[config.mk]
export PLATFORM = sky130hd
export DESIGN_NAME = alu_mc
export DESIGN_NICKNAME = d
export VERILOG_FILES = /design/src/rtl/alu_mc.sv
export SDC_FILE = /design/constraint.sdc
export NUM_CORES = 1
export LEC_CHECK = 0
export ABC_AREA = 1
export CAP_MARGIN = 20
export CELL_PAD_IN_SITES_DETAIL_PLACEMENT = 0
export CELL_PAD_IN_SITES_GLOBAL_PLACEMENT = 1
export CORE_ASPECT_RATIO = 1.2
export CORE_MARGIN = 1.5
export CORE_UTILIZATION = 41
export CTS_CLUSTER_DIAMETER = 150
export CTS_CLUSTER_SIZE = 40
export DETAILED_ROUTE_END_ITERATION = 8
export DONT_BUFFER_PORTS = 1
export GPL_ROUTABILITY_DRIVEN = 0
export GPL_TIMING_DRIVEN = 0
export PLACE_DENSITY = 0.85
export SLEW_MARGIN = 20
export SYNTH_ARGS = -nofsm -noshare
export SYNTH_HDL_FRONTEND = slang
export SYNTH_SLANG_ARGS = --single-unit
export TNS_END_PERCENT = 50
[constraint.sdc]
create_clock -name clk -period 2.5 [get_ports clk]
set_input_delay 0.75 -clock clk [delete_from_list [all_inputs] [get_ports clk]]
set_output_delay 0.75 -clock clk [all_outputs]
set_load 0.01 [all_outputs]
[src/rtl/alu_mc.sv]
// ============================================================================
// Module  : alu_mc
// Brief   : Multi-cycle EX-stage ALU with valid/ready handshakes, iterative
//           unsigned multiply (shift-add) and divide (restoring).
// Revision: 1.0 - initial release
// ============================================================================
`default_nettype none

module alu_mc #(
  parameter int WIDTH = 32
) (
  input  logic             clk,
  input  logic             reset,
  input  logic             in_valid,
  output logic             in_ready,
  input  logic [WIDTH-1:0] data1,
  input  logic [WIDTH-1:0] data2,
  input  logic [3:0]       ALUOp,
  output logic             out_valid,
  input  logic             out_ready,
  output logic [WIDTH-1:0] ALUResult,
  output logic [WIDTH-1:0] ALUHi,
  output logic             Zero,
  output logic             Overflow,
  output logic             DivByZero
);

  localparam int CNT_W = $clog2(WIDTH) + 1;

  localparam logic [3:0] OP_AND   = 4'b0000;
  localparam logic [3:0] OP_OR    = 4'b0001;
  localparam logic [3:0] OP_ADD   = 4'b0010;
  localparam logic [3:0] OP_LUI   = 4'b0011;
  localparam logic [3:0] OP_SUB   = 4'b0110;
  localparam logic [3:0] OP_SLT   = 4'b0111;
  localparam logic [3:0] OP_MULTU = 4'b1000;
  localparam logic [3:0] OP_DIVU  = 4'b1001;
  localparam logic [3:0] OP_SLTU  = 4'b1111;

  typedef enum logic [1:0] {
    S_IDLE = 2'd0,
    S_BUSY = 2'd1,
    S_DONE = 2'd2
  } state_t;

  state_t             r_state;
  state_t             w_state_nxt;

  logic [WIDTH-1:0]   r_res;
  logic [WIDTH-1:0]   r_hi;
  logic               r_ovf;
  logic               r_dbz;
  logic               r_has_res;

  // Iterative working set: {r_wh, r_wl} is the running product or the
  // remainder/quotient pair, r_a the multiplicand or divisor.
  logic [WIDTH-1:0]   r_wh;
  logic [WIDTH-1:0]   r_wl;
  logic [WIDTH-1:0]   r_a;
  logic               r_op_mul;
  logic [CNT_W-1:0]   r_cnt;

  logic               w_accept;
  logic               w_div0;
  logic               w_long;
  logic               w_last;
  logic [WIDTH-1:0]   w_sum;
  logic [WIDTH-1:0]   w_diff;
  logic [WIDTH-1:0]   w_res;
  logic               w_ovf;
  logic [WIDTH:0]     w_msum;
  logic [WIDTH:0]     w_dsh;
  logic               w_dge;
  logic [WIDTH-1:0]   w_dsub;
  logic [WIDTH-1:0]   w_it_hi;
  logic [WIDTH-1:0]   w_it_lo;

  assign in_ready  = (r_state == S_IDLE);
  assign out_valid = (r_state == S_DONE);
  assign w_accept  = in_valid && in_ready;
  assign w_div0    = (ALUOp == OP_DIVU) && (data2 == '0);
  assign w_long    = (ALUOp == OP_MULTU) || ((ALUOp == OP_DIVU) && (data2 != '0));
  assign w_last    = (r_cnt == CNT_W'(WIDTH - 1));

  assign w_sum  = data1 + data2;
  assign w_diff = data1 - data2;

  always_comb begin
    w_res = '0;
    w_ovf = 1'b0;
    case (ALUOp)
      OP_AND:  w_res = data1 & data2;
      OP_OR:   w_res = data1 | data2;
      OP_ADD: begin
        w_res = w_sum;
        w_ovf = (data1[WIDTH-1] == data2[WIDTH-1]) && (w_sum[WIDTH-1] != data1[WIDTH-1]);
      end
      OP_SUB: begin
        w_res = w_diff;
        w_ovf = (data1[WIDTH-1] != data2[WIDTH-1]) && (w_diff[WIDTH-1] != data1[WIDTH-1]);
      end
      OP_LUI:  w_res = {data2[WIDTH/2-1:0], {(WIDTH/2){1'b0}}};
      OP_SLT:  w_res = {{(WIDTH-1){1'b0}}, ($signed(data1) < $signed(data2))};
      OP_SLTU: w_res = {{(WIDTH-1){1'b0}}, (data1 < data2)};
      default: w_res = '0;
    endcase
  end

  // One multiply or divide step per BUSY cycle.
  always_comb begin
    w_msum  = {1'b0, r_wh} + {1'b0, (r_wl[0] ? r_a : {WIDTH{1'b0}})};
    w_dsh   = {r_wh, r_wl[WIDTH-1]};
    w_dge   = (w_dsh >= {1'b0, r_a});
    w_dsub  = w_dsh[WIDTH-1:0] - r_a;
    w_it_hi = '0;
    w_it_lo = '0;
    if (r_op_mul) begin
      w_it_hi = w_msum[WIDTH:1];
      w_it_lo = {w_msum[0], r_wl[WIDTH-1:1]};
    end else begin
      w_it_hi = w_dge ? w_dsub : w_dsh[WIDTH-1:0];
      w_it_lo = {r_wl[WIDTH-2:0], w_dge};
    end
  end

  always_ff @(posedge clk) begin
    if (reset) r_state <= S_IDLE;
    else       r_state <= w_state_nxt;
  end

  always_comb begin
    w_state_nxt = r_state;
    case (r_state)
      S_IDLE:  if (w_accept) w_state_nxt = w_long ? S_BUSY : S_DONE;
      S_BUSY:  if (w_last) w_state_nxt = S_DONE;
      S_DONE:  if (out_ready) w_state_nxt = S_IDLE;
      default: w_state_nxt = S_IDLE;
    endcase
  end

  always_ff @(posedge clk) begin
    if (reset) begin
      r_res     <= '0;
      r_hi      <= '0;
      r_ovf     <= 1'b0;
      r_dbz     <= 1'b0;
      r_has_res <= 1'b0;
      r_wh      <= '0;
      r_wl      <= '0;
      r_a       <= '0;
      r_op_mul  <= 1'b0;
      r_cnt     <= '0;
    end else begin
      case (r_state)
        S_IDLE: begin
          if (w_accept) begin
            if (w_long) begin
              r_op_mul <= (ALUOp == OP_MULTU);
              r_wh     <= '0;
              r_wl     <= (ALUOp == OP_MULTU) ? data2 : data1;
              r_a      <= (ALUOp == OP_MULTU) ? data1 : data2;
              r_cnt    <= '0;
            end else if (w_div0) begin
              r_res     <= '1;
              r_hi      <= data1;
              r_ovf     <= 1'b0;
              r_dbz     <= 1'b1;
              r_has_res <= 1'b1;
            end else begin
              r_res     <= w_res;
              r_hi      <= '0;
              r_ovf     <= w_ovf;
              r_dbz     <= 1'b0;
              r_has_res <= 1'b1;
            end
          end
        end
        S_BUSY: begin
          r_wh  <= w_it_hi;
          r_wl  <= w_it_lo;
          r_cnt <= r_cnt + 1'b1;
          if (w_last) begin
            r_res     <= w_it_lo;
            r_hi      <= w_it_hi;
            r_ovf     <= 1'b0;
            r_dbz     <= 1'b0;
            r_has_res <= 1'b1;
          end
        end
        default: ;
      endcase
    end
  end

  assign ALUResult = r_res;
  assign ALUHi     = r_hi;
  assign Overflow  = r_ovf;
  assign DivByZero = r_dbz;
  assign Zero      = r_has_res && (r_res == '0);

endmodule

`default_nettype wire

==> impl_results.md, run 1 <==
- Max-slew headroom: 23.9%
- Most frequent cells in the layout: nand2_1, inv_1, a21oi_1
- Ys async rst share: 0%
- Crit-path slowest cell: nor4_4
- Buffers on Ports: 0
- CTS sink cnt: 172
- H-tree Lvls: 4
- Flops & latches, synth: 172
- First-pass DRT Iterations: 6
- Largest net degree at the start of global routing: 17
- Clock Tree Root: clkbuf_16
- Clock-pin slew on the worst setup and hold paths: 70 ps
- Clock latency on the worst-skew pair: 470 ps
- Final worst slack: -220 ps
- Grt total ovfl: 0
- Worst-margin pin slew: 1140 ps
- DRC: 0
- Min Tclk post-route: 2720 ps
- # setup viols final: 27
- Clock skew: 11.8 ps
- Post-Syn Area: 19900 sq um
- Hold Path Class: input pin to flop
- Worst-case clock buffer depth: 2
- Post-synth EDFFs: 0
- Cells after Synth: 3438
- Syn_nets: 3681
- CP max FO: 3
- Status: finished, violations left
- Row count: 88
- Worst Hold Path Cells: 2
- Drt wl/cell: 23.0 um
- DP Worst Slack: -1200 ps
- MaxCap Viol Count: 0
- P per Cell Area: 499 nW/um^2
- Most common cell after layout, fill and taps aside: nand2_1
- Worst Path Required: 1750 ps
- Crit Path Category: flop to output pin
- Fin crit share: 109%
- First-pass GRT wire length: 136000 um
- Fin. max-slew vios: 0
- Slowest Stage Delay on Critical Path: 400 ps
- Area growth syn-to-layout: 27.5%
- CP arrival: 1970 ps
- Core footprint: 48000 sq um
- Number of vias per cell: 5.71
- Unrepaired setup endpoints after global routing: yes
- Violated checks: negative setup slack
- Maximum clock rate: 0.368 GHz
- Vias in the first global route: 22500
- Num CTS Buffers: 17
- CP endpoint kind: output pin
- Post-synthesis sequential area ratio: 17.3%
- Post-layout nets: 3790
- CP startpoint kind: flop
- Die area: 49800 sq um
- VDD IR max: 567 uV
- Synth unique cells: 53
- Syn Area/Cell: 5.78 sq um
- Syn. warnings: 0
- Initial DRC count: 1840
- Routed WL: 96200 um
- Antenna violations before repair: 2
- Leak: 12.3 nW
- Vias: 23900
- CTS tree: built
- Hold Fails Final Rpt: 0
- Final Util: 52.8%
- Chip width: 204 um
- # IOs: 141
- Layout cells sized above 1: 26.3%
- Antenna-violating nets left: 0
- Die Y: 244 um
- CP most frequent cell: nand4_1
- R2R cell count: 17
- Post-DP HPWL: 76900 um
- Starting Density: 41.4%
- Crit path cell chain: inv_2 > nand4_1 > nor3_4 > nand4_1 > nor4_4
- GR Util All Layers: 36.8%
- Synth Flop Type: dfxtp_1
## area by class of cell
class | count | area, sq um
Antenna cell | 1 | 2.50
Clock inverter | 15 | 184
Tap cell | 630 | 788
Inverter | 535 | 2090
Multi-Input combinational cell | 2596 | 16700
Fill cell | 4934 | 22700
Buffer | 133 | 772
Timing Repair Buffer | 92 | 840
Clock buffer | 17 | 425
Sequential cell | 172 | 3530
## Yosys cell counts, drive strengths merged (5+ instances only)
library cell / instances / area [sq um]
dfxtp: 172 / 3440
nand3: 292 / 1720
nor4: 10 / 62.6
and2: 10 / 62.6
a21oi: 375 / 2050
nand2: 931 / 3610
buf: 64 / 374
nor2: 282 / 1110
nand3b: 9 / 80.1
ha: 167 / 2090
nor3: 53 / 275
nand4: 75 / 469
inv: 532 / 2000
xor2: 15 / 131
clkbuf: 72 / 272
or2: 11 / 68.8
o21ai: 295 / 1480
o22ai: 19 / 119
o2111ai: 5 / 43.8
o21bai: 17 / 131
## registers in the layout, summed over array words and instances, names as in the netlist
| signal | cells |
|---|---|
| r_wl | 32 |
| r_wh | 32 |
| r_has_res | 1 |
| DivByZero | 1 |
| r_op_mul | 1 |
| r_cnt | 6 |
| ALUHi | 32 |
| ALUResult | 32 |
| Overflow | 1 |
| r_a | 32 |
| r_state | 2 |
## per-layer routing
metal  wire, um  GRT usage [%]  up-vias  share of wire [%]
li1           -              -    11400                  -
met1      33300           38.5    11000                 35
met2      44200           62.3     1122                 46
met3       7300           7.40      440                7.6
met4      11300           33.1        2                 12
met5         17              0        -              0.018
## path summary, 6_finish.rpt
kind                              startpoint                endpoint  slack [ps]
hold / removal                     data1[30]  ALUHi[30]$_SDFFE_PP0P_         470
hold reg to reg         r_wl[3]$_SDFFE_PP0P_    r_wl[3]$_SDFFE_PP0P_         480
setup / recovery  ALUResult[24]$_SDFFE_PP0P_                    Zero        -220
setup reg to reg        r_wl[0]$_SDFFE_PP0P_  ALUHi[31]$_SDFFE_PP0P_        -150
## worst max-delay path: cells and delay by family (launching register included)
kind          cells  cell delay (ps)
buf+inv           1               50
simple gates      4             1080
flops             1              380
## per-stage QoR
step	total power [mW]	instances	hold WS [ps]	setup TNS, ps	instance area [sq um]
after floorplan	6.86	3438	440	0	19900
after global placement	8.33	4068	459	-102500	20700
after detailed placement	8.35	4068	462	-102220	20700
after CTS	11.4	4117	474	-518	22400
after global routing	13.2	4190	472	-6590	25300
final	12.6	4191	466	-1920	25300
## what timing repair did
item / 4_1_cts / 5_1_grt
endpoints found under the setup margin: 112 / 125
hold buffers: 0 / 0
cloned: 0 / 5
pin swaps: 45 / 160
buffers inserted: 18 / 70
endpoints found under the hold margin: 0 / 0
gates resized for setup: 237 / 624
## where the power goes
part | internal [mW] | switching (mW) | leakage (nW)
clock | 1.59 | 1.29 | 0.302
sequential | 2.96 | 0.321 | 1.43
combinational | 2.31 | 4.18 | 10.6
## kinds of logic after synthesis
kind of cell / count (synthesis) / share of synthesized area (%)
adder cells (fa/ha/maj): 171 / 10.9
AND/OR/NAND/NOR: 1676 / 37.6
buffers and inverters: 671 / 13.4
flip-flops: 172 / 17.3
XOR/XNOR: 18 / 0.794
AO/OA/AOI/OAI: 730 / 20.0
No activity file was read; power rests on OpenSTA's default activity.
==> run 2, diff against run 1 <==
--- a/config.mk
+++ b/config.mk
@@ -5,20 +5,19 @@
 export SDC_FILE = /design/constraint.sdc
 export NUM_CORES = 1
 export LEC_CHECK = 0
-export ABC_AREA = 1
 export CAP_MARGIN = 20
 export CELL_PAD_IN_SITES_DETAIL_PLACEMENT = 0
 export CELL_PAD_IN_SITES_GLOBAL_PLACEMENT = 1
-export CORE_ASPECT_RATIO = 1.2
+export CORE_ASPECT_RATIO = 0.75
 export CORE_MARGIN = 1.5
-export CORE_UTILIZATION = 41
+export CORE_UTILIZATION = 30
 export CTS_CLUSTER_DIAMETER = 150
 export CTS_CLUSTER_SIZE = 40
 export DETAILED_ROUTE_END_ITERATION = 8
 export DONT_BUFFER_PORTS = 1
 export GPL_ROUTABILITY_DRIVEN = 0
 export GPL_TIMING_DRIVEN = 0
-export PLACE_DENSITY = 0.85
+export PLACE_DENSITY = 0.64
 export SLEW_MARGIN = 20
 export SYNTH_ARGS = -nofsm -noshare
 export SYNTH_HDL_FRONTEND = slang
==> impl_results.md, run 2 <==
- Status: finished, violations left (unchanged)
- Violated checks: design-rule violations, negative setup slack (was negative setup slack)
- Worst-margin pin slew: 1250 ps (was 1140 ps)
- Routed WL: 87200 um (was 96200 um)
- CTS sink cnt: 172 (unchanged)
- Clock skew: 13.9 ps (was 11.8 ps)
- Seq pwr share: 25.3% (was 25.9%)
- Cells after Synth: 2264 (was 3438)
- Min Tclk post-route: 3480 ps (was 2720 ps)
- Ys async rst share: 0% (unchanged)
- Fin. max-slew vios: 0 (unchanged)
- Row count: 74 (was 88)
- Number of vias per cell: 6.04 (was 5.71)
- Post-synth EDFFs: 0 (unchanged)
- Fin crit share: 139% (was 109%)
- Core footprint: 54600 sq um (was 48000 sq um)
- First-pass GRT wire length: 123000 um (was 136000 um)
- Combinational fraction of design power: 50.9% (was 51.3%)
- Post-DP HPWL: 68300 um (was 76900 um)
- Synth unique cells: 89 (was 53)
- Total power: 12.3 mW (was 12.6 mW)
- Layout cells sized above 1: 26.5% (was 26.3%)
- CP endpoint kind: flop (was output pin)
- VDD IR max: 419 uV (was 567 uV)
- Area leader, netlist: dfxtp_1 (unchanged)
- Grt total ovfl: 0 (unchanged)
- Top-area cell type share of the netlist area: 20.7% (was 17.3%)
- Clock latency on the worst-skew pair: 460 ps (was 470 ps)
- Worst-case clock buffer depth: 2 (unchanged)
- Crit Path Category: input pin to flop (was flop to output pin)
- Num CTS Buffers: 17 (unchanged)
- Cell Int Power: 7.43 mW (was 6.86 mW)
- Final worst slack: -984 ps (was -220 ps)
- # IOs: 141 (unchanged)
- H-tree Lvls: 4 (unchanged)
- Buffers on Ports: 0 (unchanged)
- Initial DRC count: 2226 (was 1840)
- Antenna violations before repair: 1 (was 2)
- P per Cell Area: 557 nW/um^2 (was 499 nW/um^2)
- Post-synthesis sequential area ratio: 20.7% (was 17.3%)
- Most common cell after layout, fill and taps aside: nor2_1 (was nand2_1)
- Main area contributors after synthesis: dfxtp_1, ha_1, nor2_1 (was dfxtp_1, nand2_1, ha_1)
- Synth cell count leaders: nor2_1, nand2_1, a21oi_1 (was nand2_1, inv_1, a21oi_1)
- Worst Path Required: 2890 ps (was 1750 ps)
- Switching part of the total: 39.7% (was 45.8%)
- Die Y: 207 um (was 244 um)
- Switch Pwr: 4.89 mW (was 5.79 mW)
- Starting Density: 30.4% (was 41.4%)
- Area growth syn-to-layout: 33.1% (was 27.5%)
- Syn. warnings: 0 (unchanged)
- Count leader, synth: nor2_1 (was nand2_1)
- Maximum clock rate: 0.287 GHz (was 0.368 GHz)
- Clock-pin slew on the worst setup and hold paths: 80 ps (was 70 ps)
- Vias: 18900 (was 23900)
- CTS tree: built (unchanged)
- Leak: 8.32 nW (was 12.3 nW)
- Die area: 56900 sq um (was 49800 sq um)
- GR Util All Layers: 29.9% (was 36.8%)
- MaxCap Viol Count: 0 (unchanged)
- Hold Fails Final Rpt: 0 (unchanged)
- Hold Path Class: input pin to flop (unchanged)
- # setup viols final: 118 (was 27)
- Vias in the first global route: 17700 (was 22500)
- First-pass DRT Iterations: 7 (was 6)
- Antenna-violating nets left: 0 (unchanged)
- Post-Syn Area: 16600 sq um (was 19900 sq um)
- Most frequent cells in the layout: nor2_1, nand2_1, a21oi_1 (was nand2_1, inv_1, a21oi_1)
- CP max FO: 5 (was 3)
- Setup TNS: -64560 ps (was -1920 ps)
- Syn Area/Cell: 7.34 sq um (was 5.78 sq um)
- Synth Flop Type: dfxtp_1 (unchanged)
- DRC: 20 (was 0)
- Drt wl/cell: 27.9 um (was 23.0 um)
- Largest net degree at the start of global routing: 17 (unchanged)
- Chip width: 275 um (was 204 um)
- Clock power frac: 23.8% (was 22.8%)
- Post-layout nets: 2633 (was 3790)
- CP startpoint kind: input pin (was flop)
- Clock Tree Root: clkbuf_16 (unchanged)
- Syn_nets: 2507 (was 3681)
- Max-slew headroom: 16.9% (was 23.9%)
- CP arrival: 3870 ps (was 1970 ps)
- Flops & latches, synth: 172 (unchanged)
- Unrepaired setup endpoints after global routing: yes (unchanged)
run 2: changes by cell type in the layout (fill, tap and decap cells not counted), sizes merged, moves of 70 or more:
cell,before,now
nand2,932,198
inv,522,146
nand3,292,31
a21oi,375,198
o21ai,295,137
mux2i,0,96
a211oi,3,73
run 2: through the flow:
step | hold WS, ps | instances | setup slack [ps] | cell area, sq um | util (%)
after detailed placement | 469 | 2987 | -1700 | 18300 | 33.6
after global routing | 454 | 3124 | -1070 | 22100 | 40.5
after CTS | 440 | 3096 | -825 | 21100 | 38.6
after global placement | 457 | 2986 | -1680 | 18300 | 33.6
final | 448 | 3126 | -984 | 22100 | 40.5
after floorplan | 432 | 2264 | -756 | 17400 | -
run 2: timing repair:
item / 4_1_cts / 5_1_grt
hold buffers: 0 / 0
gates resized for setup: 363 / 198
setup buffers: 83 / 32
gates cloned: 1 / 0
endpoints found under the setup margin: 170 / 167
pin swaps: 147 / 114
run 2: final timing paths:
check                                      startpoint                        end  slack, ps  cells past startpoint
worst max-delay path                         data1[0]  ALUResult[0]$_SDFFE_PP0P_       -980                     14
worst min-delay path                        data1[11]     ALUHi[11]$_SDFFE_PP0P_        450                      2
worst max register to register    r_a[3]$_SDFFE_PP0P_     ALUHi[29]$_SDFFE_PP0P_       -910                     17
worst min register to register  r_wl[27]$_SDFFE_PP0P_      r_wl[27]$_SDFFE_PP0P_        490                      2
run 2: area by class of cell:
type                       count  area (sq um)
antenna                        2          5.00
buffer                       129           920
clock buffer                  25           517
clock inverter                 6          82.6
fill                        5610         32500
inverter                     150           599
multi-input combinational   1807         14500
sequential                   172          3500
tap                          722           903
timing repair buffer         113          1060
run 2: logic make-up after synthesis:
group / after synthesis / synth area share [%]
AO/OA/AOI/OAI: 692 / 27.7
XOR/XNOR: 84 / 4.43
adder cells (fa/ha/maj): 171 / 13.0
buffers and inverters: 285 / 6.71
flip-flops: 172 / 20.7
multiplexers: 107 / 6.52
AND/OR/NAND/NOR: 753 / 20.9
run 2: routing by layer:
metal,track usage [%],vias to the layer above,share of wire (%)
met2,41.4,1091,39
met4,6.21,2,2.0
met5,2.46,-,0.23
met1,43.2,9275,46
li1,-,8382,-
met3,11.1,117,13
run 2: power by group through the flow:
stage / registers [mW] / logic [mW] / clock network, mW
finish: 3.12 / 6.27 / 2.93
global route: 3.13 / 6.56 / 3.00
CTS: 3.10 / 5.44 / 2.90
detailed placement: 3.16 / 3.81 / 0
global placement: 3.15 / 3.79 / 0
floorplan: 3.06 / 2.67 / 0
run 2: worst max-delay path: stages:
cell	delay, ps
clkinv_16	30
ha_4	130
fa_2	240
o21bai_1	80
a21o_1	200
a221oi_4	390
or3b_4	230
a21oi_4	80
a311oi_4	490
o22ai_2	140
o31a_1	320
a2111oi_4	510
o21ai_1	110
a31oi_1	170
